<file path="src/rtl/alu_muldiv.sv">
// Iterative RV32M multiply/divide unit: radix-2 shift-add multiply, restoring divide,
// one iteration per clock, with in/out valid-ready handshakes and flush.
module alu_muldiv #(
   parameter int XLEN = 32
) (
   input  logic            clk,
   input  logic            rst_n,
   input  logic            flush,
   input  logic            in_valid,
   output logic            in_ready,
   input  logic [2:0]      funct3,
   input  logic [XLEN-1:0] op1,
   input  logic [XLEN-1:0] op2,
   output logic            out_valid,
   input  logic            out_ready,
   output logic [XLEN-1:0] result
);

   localparam int CNT_W = $clog2(XLEN + 1);

   // Handshake: an op transfers on a clock edge where in_valid && in_ready && !flush;
   // a result transfers on an edge where out_valid && out_ready && !flush.
   typedef enum logic [1:0] {
      S_IDLE = 2'd0,
      S_BUSY = 2'd1,
      S_DONE = 2'd2
   } state_t;

   state_t                r_state;
   state_t                w_state_nxt;
   logic [CNT_W-1:0]      r_count;
   logic [2:0]            r_funct3;
   logic                  r_neg;
   logic                  r_s1;
   logic [XLEN-1:0]       r_m;
   logic [XLEN-1:0]       r_hi;
   logic [XLEN-1:0]       r_lo;
   logic [XLEN-1:0]       r_result;

   logic                  w_accept;
   logic                  w_is_div;
   logic                  w_s1;
   logic                  w_s2;
   logic [XLEN-1:0]       w_mag1;
   logic [XLEN-1:0]       w_mag2;
   logic                  w_div0;
   logic                  w_ovf;
   logic                  w_special;
   logic [XLEN-1:0]       w_spec_res;

   logic [XLEN:0]         w_sum;
   logic [XLEN-1:0]       w_hi_mul;
   logic [XLEN-1:0]       w_lo_mul;
   logic [XLEN:0]         w_rem_sh;
   logic                  w_ge;
   logic [XLEN-1:0]       w_rem_sub;
   logic [XLEN-1:0]       w_hi_div;
   logic [XLEN-1:0]       w_lo_div;
   logic [XLEN-1:0]       w_hi_nxt;
   logic [XLEN-1:0]       w_lo_nxt;
   logic [2*XLEN-1:0]     w_prod;
   logic [2*XLEN-1:0]     w_prod_fix;
   logic [XLEN-1:0]       w_q_fix;
   logic [XLEN-1:0]       w_r_fix;
   logic [XLEN-1:0]       w_final;

   assign in_ready  = (r_state == S_IDLE);
   assign out_valid = (r_state == S_DONE);
   assign result    = r_result;
   assign w_accept  = (r_state == S_IDLE) && in_valid && !flush;
   assign w_is_div  = funct3[2];

   // Signedness per funct3: MUL/MULH/DIV/REM signed x signed, MULHSU signed x unsigned.
   always_comb begin
      w_s1 = 1'b0;
      w_s2 = 1'b0;
      case (funct3)
         3'd0, 3'd1, 3'd4, 3'd6: begin
            w_s1 = op1[XLEN-1];
            w_s2 = op2[XLEN-1];
         end
         3'd2: w_s1 = op1[XLEN-1];
         default: ;
      endcase
   end

   assign w_mag1    = w_s1 ? (~op1 + 1'b1) : op1;
   assign w_mag2    = w_s2 ? (~op2 + 1'b1) : op2;
   assign w_div0    = (op2 == '0);
   assign w_ovf     = ((funct3 == 3'd4) || (funct3 == 3'd6)) &&
                      (op1 == {1'b1, {(XLEN-1){1'b0}}}) && (op2 == '1);
   assign w_special = w_is_div && (w_div0 || w_ovf);

   always_comb begin
      w_spec_res = '0;
      case (funct3)
         3'd4:    w_spec_res = w_div0 ? '1 : op1;
         3'd5:    w_spec_res = '1;
         3'd6:    w_spec_res = w_div0 ? op1 : '0;
         3'd7:    w_spec_res = op1;
         default: w_spec_res = '0;
      endcase
   end

   // Multiply step: {hi,lo} holds partial product over the shifting multiplier.
   assign w_sum    = {1'b0, r_hi} + (r_lo[0] ? {1'b0, r_m} : {(XLEN+1){1'b0}});
   assign w_hi_mul = w_sum[XLEN:1];
   assign w_lo_mul = {w_sum[0], r_lo[XLEN-1:1]};

   // Divide step: hi is the partial remainder, lo shifts dividend out and quotient in.
   assign w_rem_sh  = {r_hi, r_lo[XLEN-1]};
   assign w_ge      = (w_rem_sh >= {1'b0, r_m});
   assign w_rem_sub = w_rem_sh[XLEN-1:0] - r_m;
   assign w_hi_div  = w_ge ? w_rem_sub : w_rem_sh[XLEN-1:0];
   assign w_lo_div  = {r_lo[XLEN-2:0], w_ge};

   assign w_hi_nxt = r_funct3[2] ? w_hi_div : w_hi_mul;
   assign w_lo_nxt = r_funct3[2] ? w_lo_div : w_lo_mul;

   assign w_prod     = {w_hi_mul, w_lo_mul};
   assign w_prod_fix = r_neg ? (~w_prod + 1'b1) : w_prod;
   assign w_q_fix    = r_neg ? (~w_lo_div + 1'b1) : w_lo_div;
   assign w_r_fix    = r_s1 ? (~w_hi_div + 1'b1) : w_hi_div;

   always_comb begin
      w_final = '0;
      case (r_funct3)
         3'd0:             w_final = w_prod_fix[XLEN-1:0];
         3'd1, 3'd2, 3'd3: w_final = w_prod_fix[2*XLEN-1:XLEN];
         3'd4, 3'd5:       w_final = w_q_fix;
         default:          w_final = w_r_fix;
      endcase
   end

   always_ff @(posedge clk or negedge rst_n) begin
      if (!rst_n) r_state <= S_IDLE;
      else        r_state <= w_state_nxt;
   end

   always_comb begin
      w_state_nxt = r_state;
      case (r_state)
         S_IDLE:  if (w_accept) w_state_nxt = w_special ? S_DONE : S_BUSY;
         S_BUSY:  if (r_count == CNT_W'(1)) w_state_nxt = S_DONE;
         S_DONE:  if (out_ready) w_state_nxt = S_IDLE;
         default: w_state_nxt = S_IDLE;
      endcase
      if (flush) w_state_nxt = S_IDLE;
   end

   always_ff @(posedge clk or negedge rst_n) begin
      if (!rst_n) begin
         r_count  <= '0;
         r_funct3 <= '0;
         r_neg    <= 1'b0;
         r_s1     <= 1'b0;
         r_m      <= '0;
         r_hi     <= '0;
         r_lo     <= '0;
         r_result <= '0;
      end else if (w_accept) begin
         r_funct3 <= funct3;
         r_neg    <= w_s1 ^ w_s2;
         r_s1     <= w_s1;
         r_m      <= w_is_div ? w_mag2 : w_mag1;
         r_lo     <= w_is_div ? w_mag1 : w_mag2;
         r_hi     <= '0;
         r_count  <= CNT_W'(XLEN);
         if (w_special) r_result <= w_spec_res;
      end else if ((r_state == S_BUSY) && !flush) begin
         r_hi    <= w_hi_nxt;
         r_lo    <= w_lo_nxt;
         r_count <= r_count - CNT_W'(1);
         if (r_count == CNT_W'(1)) r_result <= w_final;
      end
   end

endmodule

</file>
<file path="config.mk">
export PLATFORM = sky130hd
export DESIGN_NAME = alu_muldiv
export DESIGN_NICKNAME = d
export VERILOG_FILES = /design/src/rtl/alu_muldiv.sv
export SDC_FILE = /design/constraint.sdc
export NUM_CORES = 1
export LEC_CHECK = 0
export CORE_MARGIN = 2
export CORE_UTILIZATION = 56
export CTS_CLUSTER_DIAMETER = 200
export DETAILED_ROUTE_END_ITERATION = 6
export PLACE_DENSITY_LB_ADDON = 0.12
export REMOVE_ABC_BUFFERS = 1
export SYNTH_ARGS = -nofsm -noshare
export SYNTH_HDL_FRONTEND = slang
export SYNTH_SLANG_ARGS = --single-unit
</file>
<file path="constraint.sdc">
create_clock -name clk -period 4.9 [get_ports clk]
set_clock_uncertainty 0.05 [all_clocks]
set_input_delay 0.49 -clock clk [delete_from_list [all_inputs] [get_ports clk]]
set_output_delay 0.49 -clock clk [all_outputs]
set_load 0.02 [all_outputs]
</file>
==> metrics.md <==
| Metric | Value |
|---|---|
| Worst slew pin tran | about 1.4 ns |
| Top-count cell post-synth | sky130_fd_sc_hd__nand2_1 |
| Routed length on met2 | ~28000 um |
| Worst Hold Margin | 0.435 ns |
| Core occupancy in the finished layout | about 67% |
| Number of design rule violations left after detail routing | 0 |
| Layout overhead on the synthesized area | 19.1% |
| Post-placement cell area | 18900 um^2 |
| Critical path peak fanout | 5 |
| Proportion of layout cells with a drive suffix above 1 | 12.6% |
| Routability-driven placement congestion ratio | about 1.1 |
| Via count | ~19000 |
| Number of enable-type register cells in the synthesized netlist | 0 |
| Antenna violations before repair | 2 |
| Count of clock tree sinks | ~140 |
| Kind of capture point of the worst setup path | flip-flop |
| Setup repair after global routing missed its margin | yes |
| Violations in the final reports | negative setup slack |
| Post-synthesis instance total | between 2000 and 2500 |
| Avg Inst Size Synth | approximately 7.2 um^2 |
| Final critical-path share of the clock period | 102% |
| Routed via count divided by cell count | between 6 and 7 |
| Worst Path Class, Setup | flip-flop to flip-flop |
| Top cells by area in the synthesized netlist | sky130_fd_sc_hd__dfrtp_1 21%, sky130_fd_sc_hd__o21ai_0 7.1%, sky130_fd_sc_hd__xnor2_1 6.8% |
| Count of antenna diodes in the layout | 0 |
| Path class of the lowest-slack min-delay path | flip-flop to flip-flop |
| Pre-CTS setup slack | -0.265 ns |
| Overall overflow remaining after global route | 0 |
| Iter 0 DRT Violations | roughly 2300 |
| Synth cell types | between 80 and 90 |
| Post-route total power | 0.0145 W |
| Share of Yosys cell area claimed by the top area cell type | 21.2% |
| Filler Cell Count | between 2000 and 3000 |
| Post-layout instance area | slightly below 20000 um^2 |
| F_max | roughly 0.2 GHz |
| Data required, critical path | about 5.2 ns |
| Aggregate routed wire length | between 60000 and 70000 um |
| Number of ports placed on the die boundary | ~110 |
| Clock transition at the registers of the reported paths | about 0.07 ns |
| CP startpoint kind | flip-flop |
| Die Y-Extent | about 180 um |
| Share of async-settable or async-resettable flops after synthesis | 100% |
| Number of clock buffers inserted by TritonCTS | 17 |
| Number of levels the H-tree was split into | 4 |
| Minimum clock period after layout | about 5.0 ns |
| Final Slew Violations | 0 |
| P per Cell Area | around 730 nW/um^2 |
| Root buffer cell | sky130_fd_sc_hd__clkbuf_16 |
| Final ANT Viol Nets | 0 |
| Final-stage net count | between 2000 and 3000 |
| Bufs on Longest Clock Path | 2 |
| Initial Utilization | 56.5% |
| First-pass iteration count of the detailed router | 6 |
| Via count of the first global-routing pass | between 15000 and 20000 |
| Most used standard cells in the synthesized netlist | 287 x sky130_fd_sc_hd__nand2_1, 236 x sky130_fd_sc_hd__o21ai_0, 216 x sky130_fd_sc_hd__a21oi_1, 200 x sky130_fd_sc_hd__nor2_1, 141 x sky130_fd_sc_hd__dfrtp_1 |
| Global-route usage over all layers | a little over two fifths |
| Slew headroom | roughly 7.7% |
| Maximum number of pins on one net before global-route repair | between 70 and 80 |
| Max-cap violations | 0 |
| Leak | 8.13 nW |
| Met3 wire length | around 7600 um |
| Final setup violation count | 2 |
| Sequential standard cell area | between 3000 and 4000 um^2 |
| Number of warning messages in the yosys log | 0 |
| Highest routed layer | met4 |
| Flop and latch count out of synthesis | between 100 and 150 |
| Post-Syn Area | 16700 um^2 |
| Number of port buffers | roughly 110 |
| Cell accounting for the most synthesized area | sky130_fd_sc_hd__dfrtp_1 |
| Worst IR Drop VDD | 0.304 mV |
| Clock tree from TritonCTS | built |
| WP data arrival | between 5 and 6 ns |
| Die outline area | approximately 31000 um^2 |
| Final setup slack of the worst path | -0.0809 ns |
| Sequential-to-total area share from yosys stat | 21.2% |
| Result of the run | finished with violations |
| Primary flip-flop cell chosen by synthesis mapping | sky130_fd_sc_hd__dfrtp_1 |
| Die span in x | around 180 um |
| Final hold violation count | 0 |
| Num rows | 63 |
| First-pass GRT wire length | approximately 100000 um |
| Average detailed-routed wire length per instance | ~23 um |
| Detailed-placement wirelength estimate | 50900 um |
| Clock network latency to the later pin of the worst-skew pair | around 0.46 ns |
| Met1 WL | between 20000 and 30000 um |
| Area of combinational cells with multiple inputs | between 10000 and 15000 um^2 |
| Area inside the core boundary | slightly below 30000 um^2 |
## layer usage
layer | vias to the layer above | GRT usage (%)
met5 | - | 0
met1 | 8920 | 58.2
met4 | 0 | 19.0
li1 | 8631 | -
met3 | 192 | 9.09
met2 | 1198 | 63.4
## stage by stage
| stage | setup TNS [ns] | cells |
|---|---|---|
| 3_3_place_gp | -0.257 | 2808 |
| 2_1_floorplan | -823.58 | 2139 |
| 4_1_cts | 0 | 2840 |
| 6_report | -0.112 | 2850 |
| 3_5_place_dp | -0.845 | 2808 |
| 5_1_grt | -0.654 | 2850 |
## worst max-delay path, cell delays in order (launching register included)
cell                       delay [ns]
sky130_fd_sc_hd__dfrtp_1         0.38
sky130_fd_sc_hd__inv_1           0.08
sky130_fd_sc_hd__ha_1            0.24
sky130_fd_sc_hd__nor2b_1         0.15
sky130_fd_sc_hd__o2111a_1        0.28
sky130_fd_sc_hd__o21ai_2         0.25
sky130_fd_sc_hd__a211oi_2        0.11
sky130_fd_sc_hd__or3_4           0.44
sky130_fd_sc_hd__inv_4           0.10
sky130_fd_sc_hd__mux2i_4         0.25
sky130_fd_sc_hd__ha_4            0.17
sky130_fd_sc_hd__nand2_2         0.05
sky130_fd_sc_hd__or3_4           0.41
sky130_fd_sc_hd__nor4_4          0.23
sky130_fd_sc_hd__mux2i_2         0.16
sky130_fd_sc_hd__buf_4           0.17
sky130_fd_sc_hd__o21bai_4        0.17
sky130_fd_sc_hd__a211o_1         0.36
sky130_fd_sc_hd__o41ai_2         0.39
sky130_fd_sc_hd__xor2_1          0.18
sky130_fd_sc_hd__o21ai_1         0.07
sky130_fd_sc_hd__o21ai_1         0.17
## registers in the layout, indices dropped and copies added (netlist names)
signal,count
r_hi,32
r_m,32
r_s1,1
r_state,2
r_lo,32
r_funct3,3
result,32
r_count,6
r_neg,1
## worst paths after layout
check                      cells after the start  slack (ns)       from         end
max in group asynchronous                      3        3.10      rst_n     r_m[24]
max reg2reg                                   21       -0.08     r_m[1]  result[30]
min reg2reg                                    2        0.44  result[5]   result[5]
min in group asynchronous                      2        0.53      rst_n   result[1]
max                                           21       -0.08     r_m[1]  result[30]
min                                            2        0.44  result[5]   result[5]
## layout by cell type (no fill, tap or decap), types with 12 or more instances in the layout
cell type / synthesis / final
sky130_fd_sc_hd__nor2_1: 200 / 198
sky130_fd_sc_hd__nand4_1: 30 / 30
sky130_fd_sc_hd__or3_1: 45 / 43
sky130_fd_sc_hd__nor3_1: 49 / 45
sky130_fd_sc_hd__ha_1: 72 / 64
sky130_fd_sc_hd__o221ai_1: 12 / 12
sky130_fd_sc_hd__a31oi_1: 14 / 13
sky130_fd_sc_hd__nand2_1: 287 / 284
sky130_fd_sc_hd__a21oi_1: 216 / 211
sky130_fd_sc_hd__dfrtp_1: 141 / 138
sky130_fd_sc_hd__mux2i_1: 67 / 65
sky130_fd_sc_hd__a21o_1: 27 / 27
sky130_fd_sc_hd__nand3_1: 32 / 31
sky130_fd_sc_hd__clkbuf_16: 0 / 17
sky130_fd_sc_hd__or4_1: 18 / 18
sky130_fd_sc_hd__a211oi_1: 19 / 16
sky130_fd_sc_hd__nor4_1: 19 / 15
sky130_fd_sc_hd__inv_1: 71 / 68
sky130_fd_sc_hd__o21a_1: 13 / 13
sky130_fd_sc_hd__xnor2_1: 129 / 127
sky130_fd_sc_hd__or2_2: 17 / 17
sky130_fd_sc_hd__o211ai_1: 82 / 82
sky130_fd_sc_hd__xor2_1: 98 / 98
sky130_fd_sc_hd__buf_4: 1 / 184
sky130_fd_sc_hd__o31ai_1: 42 / 42
sky130_fd_sc_hd__clkdlybuf4s50_1: 0 / 103
sky130_fd_sc_hd__o21ai_0: 236 / 227
sky130_fd_sc_hd__a22o_1: 22 / 21
## repair_timing
action                                 4_1_cts  5_1_grt
endpoints found under the hold margin       30        0
buffers inserted                             0       11
pin swaps                                    0       21
setup endpoints to repair                    8       17
resized for setup                            5       57
hold buffers                                 1        0
## where the power goes
part	leakage, nW	total [W]	switching (W)	internal [W]
clock network	0.281	0.00142	0.000582	0.000840
registers	1.82	0.00213	0.000557	0.00158
logic	6.04	0.0110	0.00661	0.00438
total	8.13	0.0145	0.00775	0.00680
## layout make-up
| type | count | area share, % |
|---|---|---|
| well taps | 390 | 2.46 |
| flip-flops and latches | 141 | 17.8 |
| multi-input cells | 1925 | 63.0 |
| repair buffers | 290 | 12.3 |
| clock inverters | 9 | 0.687 |
| clock buffers | 22 | 2.39 |
| inverters | 73 | 1.39 |
## cells by family (layout without fill, tap and decap cells)
| family | after synthesis | count (layout) | share of synthesized area (%) |
|---|---|---|---|
| compound gates | 780 | 780 | 29.4 |
| xor+xnor | 227 | 227 | 11.9 |
| fa+ha+maj | 74 | 74 | 5.65 |
| buf+inv | 242 | 394 | 5.62 |
| flops | 141 | 141 | 21.2 |
| mux | 69 | 69 | 4.16 |
| simple gates | 775 | 775 | 22.0 |
Note: power is estimated with default switching activity, not from simulation.
